`src/rtl/mdu_hilo.sv`:
```
// Multiply-side execution unit: 32-iteration shift-add multiplier plus the
// architectural HI/LO registers. Handles MULT/MULTU/MUL/MTHI/MTLO/MFHI/MFLO.
// Signed multiplies run on absolute values; the sign is reapplied in DONE.
module mdu_hilo #(
    parameter int WIDTH = 32,
    parameter int CNT_W = 5
) (
    input  logic             clk,
    input  logic             rst,
    input  logic             valid_i,
    input  logic [2:0]       op_i,
    input  logic [WIDTH-1:0] reg1_i,
    input  logic [WIDTH-1:0] reg2_i,
    input  logic             flush_i,
    output logic             stall_o,
    output logic [WIDTH-1:0] result_o,
    output logic             result_valid_o,
    output logic [WIDTH-1:0] hi_o,
    output logic [WIDTH-1:0] lo_o
);

    localparam logic [2:0] OP_MULT  = 3'd1;
    localparam logic [2:0] OP_MULTU = 3'd2;
    localparam logic [2:0] OP_MUL   = 3'd3;
    localparam logic [2:0] OP_MTHI  = 3'd4;
    localparam logic [2:0] OP_MTLO  = 3'd5;
    localparam logic [2:0] OP_MFHI  = 3'd6;
    localparam logic [2:0] OP_MFLO  = 3'd7;

    typedef enum logic [1:0] {
        ST_IDLE = 2'd0,
        ST_RUN  = 2'd1,
        ST_DONE = 2'd2
    } state_t;

    state_t                 state_reg, state_next;
    logic [2*WIDTH-1:0]     mcand_reg, mcand_next;
    logic [WIDTH-1:0]       mplier_reg, mplier_next;
    logic [2*WIDTH-1:0]     acc_reg, acc_next;
    logic [CNT_W-1:0]       cnt_reg, cnt_next;
    logic                   sign_reg, sign_next;
    logic                   mul_reg, mul_next;     // MUL: result to EX, HI/LO untouched
    logic [WIDTH-1:0]       hi_reg, hi_next;
    logic [WIDTH-1:0]       lo_reg, lo_next;
    logic [WIDTH-1:0]       res_reg, res_next;     // last result, held when not valid

    logic                   signed_op;
    logic [WIDTH-1:0]       abs1, abs2;
    logic [2*WIDTH-1:0]     product;

    // Operand conditioning: signed ops multiply magnitudes. abs(most-negative)
    // wraps to itself, which is still the right unsigned magnitude.
    assign signed_op = (op_i == OP_MULT) || (op_i == OP_MUL);
    assign abs1      = (signed_op && reg1_i[WIDTH-1]) ? -reg1_i : reg1_i;
    assign abs2      = (signed_op && reg2_i[WIDTH-1]) ? -reg2_i : reg2_i;
    assign product   = sign_reg ? -acc_reg : acc_reg;

    assign hi_o = hi_reg;
    assign lo_o = lo_reg;

    // Next-state, datapath updates and combinational outputs
    always_comb begin
        state_next     = state_reg;
        mcand_next     = mcand_reg;
        mplier_next    = mplier_reg;
        acc_next       = acc_reg;
        cnt_next       = cnt_reg;
        sign_next      = sign_reg;
        mul_next       = mul_reg;
        hi_next        = hi_reg;
        lo_next        = lo_reg;
        res_next       = res_reg;
        stall_o        = 1'b0;
        result_valid_o = 1'b0;
        result_o       = res_reg;

        case (state_reg)
            ST_IDLE: begin
                // A flush in the issue cycle drops the operation entirely
                if (valid_i && !flush_i) begin
                    case (op_i)
                        OP_MULT, OP_MULTU, OP_MUL: begin
                            mcand_next  = {{WIDTH{1'b0}}, abs1};
                            mplier_next = abs2;
                            acc_next    = '0;
                            cnt_next    = '0;
                            sign_next   = signed_op & (reg1_i[WIDTH-1] ^ reg2_i[WIDTH-1]);
                            mul_next    = (op_i == OP_MUL);
                            stall_o     = 1'b1;
                            state_next  = ST_RUN;
                        end
                        OP_MTHI: hi_next = reg1_i;
                        OP_MTLO: lo_next = reg1_i;
                        OP_MFHI: begin
                            result_o       = hi_reg;
                            result_valid_o = 1'b1;
                            res_next       = hi_reg;
                        end
                        OP_MFLO: begin
                            result_o       = lo_reg;
                            result_valid_o = 1'b1;
                            res_next       = lo_reg;
                        end
                        default: ;
                    endcase
                end
            end
            ST_RUN: begin
                stall_o = 1'b1;
                if (flush_i) begin
                    state_next = ST_IDLE;
                end else begin
                    if (mplier_reg[0]) begin
                        acc_next = acc_reg + mcand_reg;
                    end
                    mcand_next  = mcand_reg << 1;
                    mplier_next = mplier_reg >> 1;
                    cnt_next    = cnt_reg + CNT_W'(1);
                    if (cnt_reg == CNT_W'(WIDTH-1)) begin
                        state_next = ST_DONE;
                    end
                end
            end
            ST_DONE: begin
                // Held valid_i must not restart: always return to IDLE
                state_next = ST_IDLE;
                if (!flush_i) begin
                    if (mul_reg) begin
                        result_o       = product[WIDTH-1:0];
                        result_valid_o = 1'b1;
                        res_next       = product[WIDTH-1:0];
                    end else begin
                        hi_next = product[2*WIDTH-1:WIDTH];
                        lo_next = product[WIDTH-1:0];
                    end
                end
            end
            default: state_next = ST_IDLE;
        endcase
    end

    // State and datapath registers, cleared by asynchronous active-low reset
    always_ff @(posedge clk or negedge rst) begin
        if (!rst) begin
            state_reg  <= ST_IDLE;
            mcand_reg  <= '0;
            mplier_reg <= '0;
            acc_reg    <= '0;
            cnt_reg    <= '0;
            sign_reg   <= 1'b0;
            mul_reg    <= 1'b0;
            hi_reg     <= '0;
            lo_reg     <= '0;
            res_reg    <= '0;
        end else begin
            state_reg  <= state_next;
            mcand_reg  <= mcand_next;
            mplier_reg <= mplier_next;
            acc_reg    <= acc_next;
            cnt_reg    <= cnt_next;
            sign_reg   <= sign_next;
            mul_reg    <= mul_next;
            hi_reg     <= hi_next;
            lo_reg     <= lo_next;
            res_reg    <= res_next;
        end
    end

endmodule

```
`config.mk`:
```
export PLATFORM = sky130hd
export DESIGN_NAME = mdu_hilo
export DESIGN_NICKNAME = d
export VERILOG_FILES = /design/src/rtl/mdu_hilo.sv
export SDC_FILE = /design/constraint.sdc
export NUM_CORES = 1
export LEC_CHECK = 0
export CAP_MARGIN = 20
export CORE_MARGIN = 1.5
export CORE_UTILIZATION = 40
export CTS_CLUSTER_DIAMETER = 50
export DETAILED_ROUTE_END_ITERATION = 16
export DONT_BUFFER_PORTS = 1
export PLACE_DENSITY_LB_ADDON = 0.05
export SKIP_LAST_GASP = 1
export SLEW_MARGIN = 15
export SYNTH_ARGS = -nofsm -noshare
export SYNTH_HDL_FRONTEND = slang
export SYNTH_SLANG_ARGS = --single-unit
```
`constraint.sdc`:
```
create_clock -name clk -period 5.9 [get_ports clk]
set_input_delay 0.295 -clock clk [delete_from_list [all_inputs] [get_ports clk]]
set_output_delay 0.295 -clock clk [all_outputs]
set_load 0.05 [all_outputs]
```
==> impl_metrics.yaml <==
global_routing:
  globalRouteTotalUtil_pct: 27.7
  grt_start_max_net_pins: 266
  antenna_found_initial: 0
  grt_pass1_vias: 16200
  grt_pass1_wl_um: 100000
  gr-total-overflow: 0
final_layout:
  drive_gt1_share_pct: 6.78
  finalNetCount: 2380
  filler_cell_count: 4479
  final_cell_mix: "nand2_1 (406), o21ai_0 (288), dfrtp_1 (265)"
  synthToLayoutAreaGrowth_pct: 13.1
  postLayoutCoreUtil_pct: 46.0
  mostFrequentLayoutCell: "nand2_1"
logic_synthesis:
  yosys.area_share.adder_pct: 4.82
  ys_ff_latch: 265
  yosysTopAreaCellShare_pct: 36.7
  synth_largest_area_cell: "dfrtp_1"
  parity_gate_share_of_the_synthesized_area_counting_xor_and_xnor_cells_pct: 8.43
  ys.flop_type: "dfrtp_1"
  share_of_the_synthesized_area_in_compound_gates_ao_oa_aoi_oai_pct: 23.7
  synthesis.yosys.warnings: 0
  sequential_area_share_after_synthesis_pct: 36.7
  synth.area.mux_share_pct: 2.14
  synthDistinctLibCells: 72
  mappedNetlistNets: 2399
  asyncSetResetFlopFracSynth_pct: 100
  post_synth_inst_count: 2259
  avgSynthCellArea_um2: 8.00
  largest_family_of_logic_cells_by_synthesized_area: "compound AO/OA/AOI/OAI gates"
  synthSimpleGateAreaFrac_pct: 20.5
  syn-cell-area_mm2: 0.0181
  synth.area.top_cells: "dfrtp_1 (37%), nand2_1 (8.5%), o21ai_0 (8.1%)"
  synth-edff-count: 0
route:
  drt-total-wl_um: 64800
  wl_per_cell_um: 22.6
  drt.antenna.violating_nets: 0
  num_vias: 16800
  drc_viols: 0
  drtPass1Iterations: 5
  avgViaCountPerCell: 5.88
  dr.first_iter.drc_count: 1310
sta:
  finalWorstPathRequiredPeriod_ns: 4.37
  post-route-period-util_pct: 74.2
  fin_worst_hold_slack_ns: -0.564
  fin_ws_ns: 1.53
  rsz0062_at_grt: "no"
  worst-slew-pin-transition_ns: 1.19
  clock_skew_after_layout_ns: 0.0222
  report.final.hold_viol_count: 265
  relSlewSlack_pct: 20.7
  finalMaxSlewViolations: 0
  final.setup.tns_ns: 0
  fmax_mhz: 229
  finalSetupViolCount: 0
pwr:
  power.switching_uw: 3920
  pwr-share-seq_pct: 36.0
  share_of_power_burned_in_combinational_logic_pct: 34.7
  power_density_mw_per_mm2: 439
  power.share.clock_pct: 29.3
  power_internal_uw: 5050
  leakage_uw: 0.00920
  ir_worst_vdd_mv: 0.188
  sw_frac_of_total_pct: 43.7
clocking:
  post_cts_hold_buffer_count: 27
  cts-htree-levels: 2
  cts.root.buffer_cell: "clkbuf_16"
  clock_tree.buffer_depth: 3
  post_cts_setup_buffer_count: 0
  cts.sinks: 265
  post_cts_resize_count: 0
  clock_insertion_delay_worst_skew_ns: 0.57
  register_clock_pin_slew_on_the_reported_worst_setup_and_hold_paths_ns: 0.05
  clock_tree_from_tritoncts: "done"
  numCtsBuffers: 41
job:
  cap_violations: 0
floorplanning:
  pin_count: 169
  floorplan.die.width_um: 216
  start_util_pct: 40.7
  die-height_um: 216
  core_area_mm2: 0.0444
  placementRows: 77
  die_area_mm2: 0.0465
placement:
  post-place-ws_ns: 1.84
  dp.final_hpwl_um: 47400
  io_buffers: 0
  gp_routability_congestion: 0.919
critical_path:
  cp_data_required_time_ns: 5.61
  path_max_fanout: 6
  cp_data_arrival_time_ns: 4.08
  crit_path_start_kind: "register"
  setup.worst_path.class: "reg -> out"
  worst_setup_path_end_kind: "primary output"
status:
  run_status: "complete, but fails checks"
  violated_checks: "hold timing"
hold_path:
  holdCritPathClass: "in -> async"
[cells in the mapped netlist, types with 16 or more instances]
master / instances
dfrtp_1: 265
a211oi_1: 20
a21oi_1: 175
or3_1: 19
nor4_1: 20
clkbuf_1: 130
a21o_1: 52
ha_1: 68
mux2i_1: 33
nand4_1: 32
o21ai_0: 292
xor2_1: 97
o31ai_1: 39
inv_1: 34
nand3_1: 68
xnor2_1: 77
or4_1: 16
nor2_1: 147
nand2_1: 409
o21bai_1: 18
nor3_1: 28
[per-layer routing]
layer	global-route usage [%]	up-vias	part of all wire (%)
li1	-	8032	-
met1	36.9	8194	45
met2	43.6	507	45
met3	5.38	110	5.9
met4	12.0	0	4.4
met5	0	-	0
[path summary, 6_finish.rpt]
path / start / to / slack [ns] / depth (start not counted)
setup / recovery: acc_reg[1] / result_o[25] / 1.53 / 9
min in group clk: reg1_i[12] / hi_o[12] / 0.01 / 2
hold reg to reg: mplier_reg[21] / mplier_reg[21] / 0.47 / 2
setup reg to reg: state_reg[1] / mplier_reg[5] / 1.77 / 6
max in group asynchronous: rst / acc_reg[58] / 6.06 / 0
hold / removal: rst / mcand_reg[9] / -0.56 / 0
[power by group through the flow]
stage | clock [uW] | combinational [uW] | sequential (uW)
2_1_floorplan | 0 | 2280 | 3010
3_3_place_gp | 0 | 3010 | 3250
3_5_place_dp | 0 | 3020 | 3260
4_1_cts | 2680 | 3060 | 3230
5_1_grt | 2750 | 3400 | 3290
6_report | 2630 | 3110 | 3230
[per-stage QoR]
stage / area [um2] / total power [uW] / cells / hold slack, ns
final: 20400 / 8970 / 2864 / -0.564
after global routing: 20400 / 9440 / 2863 / -0.590
after CTS: 20400 / 8970 / 2850 / -0.596
after detailed placement: 18600 / 6280 / 2749 / 0.00894
after global placement: 18600 / 6250 / 2743 / 0.0105
after floorplan: 18100 / 5290 / 2259 / -0.000591
[worst max-delay path, cell delays in order (launching register included)]
cell	delay [ns]
dfrtp_1	0.42
or4_1	0.60
nor3_2	0.30
nand2_1	0.18
or3_2	0.48
or3_1	0.40
o31ai_1	0.26
xor2_1	0.45
o221ai_1	0.19
buf_4	0.23
[logic make-up after synthesis]
| group | count (synthesis) |
|---|---|
| AOI/OAI and AO/OA | 719 |
| xor gates and xnor gates | 174 |
| adders and majority gates | 69 |
| buffers and inverters | 178 |
| DFF | 265 |
| muxes | 38 |
| and+or+nand+nor | 816 |
[final cells by class]
cell class / instances / area (um2) / area share [%]
diodes: 1 / 2.50 / 0.0122
clock buffers: 57 / 1200 / 5.86
clock inverters: 17 / 265 / 1.30
inverters: 36 / 135 / 0.661
multi-input cells: 1816 / 10800 / 53.0
flip-flops and latches: 265 / 6630 / 32.4
well taps: 592 / 741 / 3.62
repair buffers: 80 / 634 / 3.10
Note: power is estimated with default switching activity, not from simulation.
